--- config.mk ---
export PLATFORM = sky130hd
export DESIGN_NAME = vga_sync_receiver
export DESIGN_NICKNAME = d
export VERILOG_FILES = /design/src/rtl/vga_sync_receiver.sv
export SDC_FILE = /design/constraint.sdc
export NUM_CORES = 1
export LEC_CHECK = 0
export CELL_PAD_IN_SITES_DETAIL_PLACEMENT = 1
export CELL_PAD_IN_SITES_GLOBAL_PLACEMENT = 2
export CORE_AREA = 2 2 133 135
export CTS_CLUSTER_SIZE = 8
export DETAILED_ROUTE_END_ITERATION = 12
export DIE_AREA = 0 0 135 137
export GPL_TIMING_DRIVEN = 0
export PLACE_DENSITY = 0.87
export SLEW_MARGIN = 10
export SYNTH_ARGS = -nofsm -noshare
export SYNTH_HDL_FRONTEND = slang
export SYNTH_SLANG_ARGS = --single-unit
--- constraint.sdc ---
create_clock -name clk -period 4 [get_ports clk]
set_input_delay 0.8 -clock clk [delete_from_list [all_inputs] [get_ports clk]]
set_output_delay 0.8 -clock clk [all_outputs]
set_load 0.005 [all_outputs]
--- src/rtl/vga_sync_receiver.sv ---
// VGA timing monitor: locks to the displayer's hsync/vsync and recovers pixel coordinates, errors and a probe pixel.
// Latency: 3 pix_en cycles from an input sample to the matching counter/coordinate/probe outputs.
// Backpressure: none; pix_en qualifies every sample and all state holds while it is low.
module vga_sync_receiver #(
  parameter int H_ACTIVE = 640,
  parameter int H_FP     = 16,
  parameter int H_SYNC   = 96,
  parameter int H_BP     = 48,
  parameter int V_ACTIVE = 480,
  parameter int V_FP     = 10,
  parameter int V_SYNC   = 2,
  parameter int V_BP     = 33,
  parameter bit SYNC_POL = 1'b0
) (
  input  logic        clk,
  input  logic        reset,
  input  logic        pix_en,
  input  logic        hsync,
  input  logic        vsync,
  input  logic [3:0]  red,
  input  logic [3:0]  green,
  input  logic [3:0]  blue,
  input  logic [9:0]  probe_x,
  input  logic [9:0]  probe_y,
  output logic        locked,
  output logic [9:0]  px_x,
  output logic [9:0]  px_y,
  output logic        px_valid,
  output logic        frame_start,
  output logic [11:0] probe_rgb,
  output logic        probe_valid,
  output logic [7:0]  err_cnt
);

  localparam int H_TOTAL = H_ACTIVE + H_FP + H_SYNC + H_BP;
  localparam int V_TOTAL = V_ACTIVE + V_FP + V_SYNC + V_BP;
  localparam int HS_OFF  = H_SYNC + H_BP;
  localparam int VS_OFF  = V_SYNC + V_BP;

  localparam logic [10:0] H_LAST = 11'(H_TOTAL - 1);
  localparam logic [10:0] H_TMO  = 11'(2 * H_TOTAL);
  localparam logic [10:0] H_LO   = 11'(HS_OFF);
  localparam logic [10:0] H_HI   = 11'(HS_OFF + H_ACTIVE);
  localparam logic [9:0]  V_LAST = 10'(V_TOTAL - 1);
  localparam logic [9:0]  V_LO   = 10'(VS_OFF);
  localparam logic [9:0]  V_HI   = 10'(VS_OFF + V_ACTIVE);
  localparam logic        SYNC_OFF = ~SYNC_POL;

  typedef enum logic [1:0] {SEARCH, MEASURE, LOCKED} state_t;

  state_t      state, state_nxt;
  logic        viol;
  logic        hs_s1, hs_s2, hs_s3;
  logic        vs_s1, vs_s2, vs_s3;
  logic [11:0] rgb_s1, rgb_s2, rgb_s3;
  logic [10:0] h_cnt;
  logic [9:0]  v_cnt;
  logic [9:0]  px_x_hold, px_y_hold;
  logic [9:0]  probe_x_q, probe_y_q;
  logic        hs_edge, vs_edge;
  logic        probe_hit;

  // Input pipeline; stage 3 is both the edge-detect history and the colour aligned with h_cnt/v_cnt.
  always_ff @(posedge clk or negedge reset) begin
    if (!reset) begin
      hs_s1 <= SYNC_OFF; hs_s2 <= SYNC_OFF; hs_s3 <= SYNC_OFF;
      vs_s1 <= SYNC_OFF; vs_s2 <= SYNC_OFF; vs_s3 <= SYNC_OFF;
      rgb_s1 <= '0; rgb_s2 <= '0; rgb_s3 <= '0;
    end else if (pix_en) begin
      hs_s1 <= hsync;  hs_s2 <= hs_s1;  hs_s3 <= hs_s2;
      vs_s1 <= vsync;  vs_s2 <= vs_s1;  vs_s3 <= vs_s2;
      rgb_s1 <= {red, green, blue};
      rgb_s2 <= rgb_s1;
      rgb_s3 <= rgb_s2;
    end
  end

  assign hs_edge = (hs_s2 == SYNC_POL) && (hs_s3 != SYNC_POL);
  assign vs_edge = (vs_s2 == SYNC_POL) && (vs_s3 != SYNC_POL);

  // Pixel and line counters, restarted by sync assertion edges and saturating at full scale.
  always_ff @(posedge clk or negedge reset) begin
    if (!reset) begin
      h_cnt <= '0;
      v_cnt <= '0;
    end else if (pix_en) begin
      if (hs_edge)
        h_cnt <= '0;
      else if (h_cnt != 11'h7FF)
        h_cnt <= h_cnt + 11'd1;
      if (vs_edge)
        v_cnt <= '0;
      else if (hs_edge && v_cnt != 10'h3FF)
        v_cnt <= v_cnt + 10'd1;
    end
  end

  // Lock state register.
  always_ff @(posedge clk or negedge reset) begin
    if (!reset)
      state <= SEARCH;
    else
      state <= state_nxt;
  end

  // Timing checks: vsync check wins over hsync check so a sample yields at most one violation.
  always_comb begin
    state_nxt = state;
    viol      = 1'b0;
    if (pix_en) begin
      if (state == SEARCH) begin
        if (vs_edge)
          state_nxt = MEASURE;
      end else begin
        if (vs_edge && v_cnt != V_LAST)
          viol = 1'b1;
        else if (hs_edge && h_cnt != H_LAST)
          viol = 1'b1;
        else if (!hs_edge && h_cnt >= H_TMO)
          viol = 1'b1;
        if (viol)
          state_nxt = SEARCH;
        else if (vs_edge)
          state_nxt = LOCKED;
      end
    end
  end

  assign locked    = (state == LOCKED);
  assign px_valid  = locked && (h_cnt >= H_LO) && (h_cnt < H_HI) && (v_cnt >= V_LO) && (v_cnt < V_HI);
  assign px_x      = px_valid ? 10'(h_cnt - H_LO) : px_x_hold;
  assign px_y      = px_valid ? (v_cnt - V_LO) : px_y_hold;
  assign probe_hit = pix_en && px_valid && (px_x == probe_x_q) && (px_y == probe_y_q);

  // Frame pulse, per-frame probe snapshot, probe capture, coordinate hold and error counter.
  always_ff @(posedge clk or negedge reset) begin
    if (!reset) begin
      frame_start <= 1'b0;
      probe_x_q   <= '0;
      probe_y_q   <= '0;
      probe_valid <= 1'b0;
      probe_rgb   <= '0;
      px_x_hold   <= '0;
      px_y_hold   <= '0;
      err_cnt     <= '0;
    end else begin
      frame_start <= pix_en && vs_edge && (state_nxt == LOCKED);
      probe_valid <= probe_hit;
      if (pix_en && vs_edge && state_nxt == LOCKED) begin
        probe_x_q <= probe_x;
        probe_y_q <= probe_y;
      end
      if (probe_hit)
        probe_rgb <= rgb_s3;
      if (px_valid) begin
        px_x_hold <= px_x;
        px_y_hold <= px_y;
      end
      if (pix_en && viol && err_cnt != 8'hFF)
        err_cnt <= err_cnt + 8'd1;
    end
  end

endmodule
==> metrics.md <==
| Metric | Value |
|---|---|
| Clock sinks | `127` |
| Fin cells | `897` |
| Worst-path cell chain | `buf_6, or3_4, buf_4, o41ai_4, o211ai_4, or2_1, buf_6, buf_12, o21ai_2, clkdlybuf4s50_1` |
| Antenna cells | `0` |
| Pleak | `0.00363 uW` |
| CTS tree | `built` |
| EDFF count, synth | `0` |
| CP endpoint kind | `output port` |
| Final Hold Vio Count | `0` |
| Later-pin clock latency in the skew report | `0.43 ns` |
| Multi-input gate area | `0.00272 mm2` |
| Number of H-tree levels | `4` |
| Slew Viols, Final | `0` |
| Number of DRC markers in iteration 0 | `136` |
| Initial antenna violation count | `0` |
| Area contributors post-synth | `dfrtp_1 (50%), mux2_2 (8.4%), nand2_1 (6.3%), xnor2_1 (3.8%), o21ai_0 (3.6%)` |
| Critical Path RT | `about 3.2 ns` |
| Synth top cells by count | `dfrtp_1 (121), nand2_1 (101), mux2_2 (45)` |
| Post-synth top area cell | `dfrtp_1` |
| DP HPWL | `between 10 and 15 mm` |
| Share of layout cells above drive strength 1 | `0.216` |
| Pwr Density | `a little over 500 mW/mm2` |
| FMAX | `0.256 GHz` |
| # DRC | `0` |
| Synth Area per Inst | `10.8 um2` |
| Initial DRT Pass Iterations | `4` |
| PortBufs | `just under 80` |
| CORE AREA | `approximately 0.017 mm2` |
| Crit share post-route | `0.976` |
| Worst path top cell family by delay | `buffers and inverters` |
| P&R area growth vs syn | `30.9%` |
| DR WL/cell | `17.6 um` |
| #FFs+latches synth | `approximately 130` |
| Die area | `between 0.015 and 0.02 mm2` |
| Maximum vdd drop | `0.000312 V` |
| Top-area cell type share of the netlist area | `0.502` |
| Starting Density | `0.354` |
| Hold_buf cts | `0` |
| Slew HR | `0.550` |
| Syn Inst Count | `560` |
| Post-synthesis sequential area ratio | `0.528` |
| Fin Hold WS | `around 0.31 ns` |
| Final WS setup | `0.0972 ns` |
| Die Ht | `roughly 140 um` |
| Most numerous cell in the Yosys netlist | `dfrtp_1` |
| Post-route cell area | `0.00791 mm2` |
| Largest net degree at the start of global routing | `84` |
| GRT Util Overall | `0.183` |
| Max Root-Sink Buffers | `2` |
| Placement Rows | `48` |
| Via/cell ratio | `~5` |
| Clock transition at path regs | `0.06 ns` |
| Worst slew pin tran | `0.670 ns` |
| Fill count | `1855` |
| Dpl cells | `around 870` |
| CP Data Arrival Time | `roughly 3.1 ns` |
| Worst slack at placement | `-0.517 ns` |
| Critical path class | `flip-flop to output port` |
| Critical path's most frequent cell | `buf_6` |
| Routed Antenna Nets | `0` |
| Worst Skew | `0.00948 ns` |
| Vias in the first global route | `4893` |
| CTS buffer count | `17` |
| Post-Syn Area | `0.00604 mm2` |
| Register area | `approximately 0.0032 mm2` |
| Fin nets | `705` |
| Syn nets | `606` |
| Final core occ | `0.463` |
| I/O pin count | `81` |
| GRT Residual Overflow | `0` |
| Synth Warn # | `0` |
| CP Max Fanout | `7` |
| Crit path buffers/inverters | `5` |
| Asr flop ratio synth | `1.00` |
| First-pass GRT wire length | `roughly 26 mm` |
| Root Driver | `clkbuf_16` |
| Placed cell area | `0.00714 mm2` |
| Status | `finished clean` |
| Die width | `about 140 um` |
| Min Tclk post-route | `3.90 ns` |
| CP peak stage delay | `between 0.5 and 0.6 ns` |
| Vias post-DR | `4497` |
| Gp weighted congestion | `about 0.81` |
| Hold crit path type | `input port to async pin` |
| Total wire length | `15.8 mm` |
| Total of max-cap violations | `0` |
| Critical Path Start Type | `flip-flop` |
| Final setup violation count | `0` |
| Synth cell types | `58` |
| Main synth FF type | `dfrtp_1` |
| Slowest stage cell on the critical path | `clkdlybuf4s50_1` |
-- timing repair --
action | CTS | global route
endpoints found under the setup margin | 21 | 11
cloned | 0 | 0
resized for setup | 59 | 17
pin swaps | 5 | 0
buffers inserted | 5 | 2
-- cell families after synthesis --
kind of cell               count (synthesis)  share of synthesized area
AOI/OAI and AO/OA                         84                     0.0893
xor gates and xnor gates                  48                     0.0721
DFF                                      127                      0.528
adders and majority gates                  9                     0.0187
muxes                                     58                      0.115
buffers and inverters                     50                     0.0367
and+or+nand+nor                          184                      0.141
-- per-layer routing --
layer	track usage	share of wire	vias to the layer above
met4	0.0671	0.014	0
li1	-	-	2104
met5	0	0	-
met2	0.311	0.50	104
met1	0.223	0.43	2270
met3	0.0500	0.055	19
-- layout by cell type, fill, tap and decap left out, drive strengths merged, types with 9 or more instances in the layout --
cell type,netlist,layout
xnor2,26,26
xor2,21,21
ha,9,9
nand2,101,101
dlygate4sd2,0,11
clkbuf,26,36
clkdlybuf4s50,0,62
nor2,26,26
mux2,58,58
inv,17,23
o21ai,46,46
dfrtp,121,121
buf,6,19
nor3,9,9
a21oi,17,17
-- worst register-to-register path, cell delays in order (launching register included) --
cell	delay [ns]
dfrtp_1	0.43
inv_1	0.14
ha_1	0.19
or4b_2	0.59
o31ai_1	0.30
o221ai_1	0.26
or3b_2	0.54
clkbuf_1	0.25
clkinv_1	0.20
clkbuf_1	0.44
nand2_1	0.16
nand2_1	0.09
-- flip-flops by register name, indices dropped and copies added, names as in the netlist, 2 cells and up --
register and count:
state 2, probe_x_q 10, h_cnt 11, px_y_hold 10
err_cnt 8, probe_rgb 12, px_x_hold 10, rgb_s2 12
rgb_s3 12, v_cnt 10, rgb_s1 12, probe_y_q 10
-- worst paths after layout --
kind,depth (start not counted),slack [ns],end,start
setup / recovery,10,0.1,px_y[7],v_cnt[6]$_DFFE_PN0P_
hold / removal,1,0.31,probe_y_q[3]$_DFFE_PN0P_,reset
setup reg to reg,11,0.34,probe_x_q[6]$_DFFE_PN0P_,h_cnt[5]$_DFFE_PN0P_
hold reg to reg,2,0.47,px_y_hold[4]$_DFFE_PN0N_,px_y_hold[4]$_DFFE_PN0N_
max in group asynchronous,2,2.93,vs_s2$_DFFE_PN1P_,reset
min in group clk,2,0.47,px_y_hold[4]$_DFFE_PN0N_,px_y_hold[4]$_DFFE_PN0N_
-- power breakdown --
| group | switching [uW] | internal (uW) | leakage [uW] |
|---|---|---|---|
| Sequential | 204 | 1510 | 0.00162 |
| Combinational | 419 | 391 | 0.00173 |
| Clock | 614 | 929 | 0.000284 |
-- cell type report --
class	count	share of cell area
Clock inverter	14	0.0199
Inverter	18	0.00886
Multi-Input combinational cell	383	0.344
Sequential cell	127	0.404
Buffer	25	0.0245
Timing Repair Buffer	87	0.109
Clock buffer	18	0.0543
Tap cell	225	0.0356
-- through the flow --
stage	total power [uW]	TNS (ns)
3_3_place_gp	2450	-357.55
5_1_grt	4290	-0.0191
4_1_cts	4110	-0.0458
2_1_floorplan	2180	0
6_report	4070	0
3_5_place_dp	2490	-5.77
Note: power is estimated with default switching activity, not from simulation.
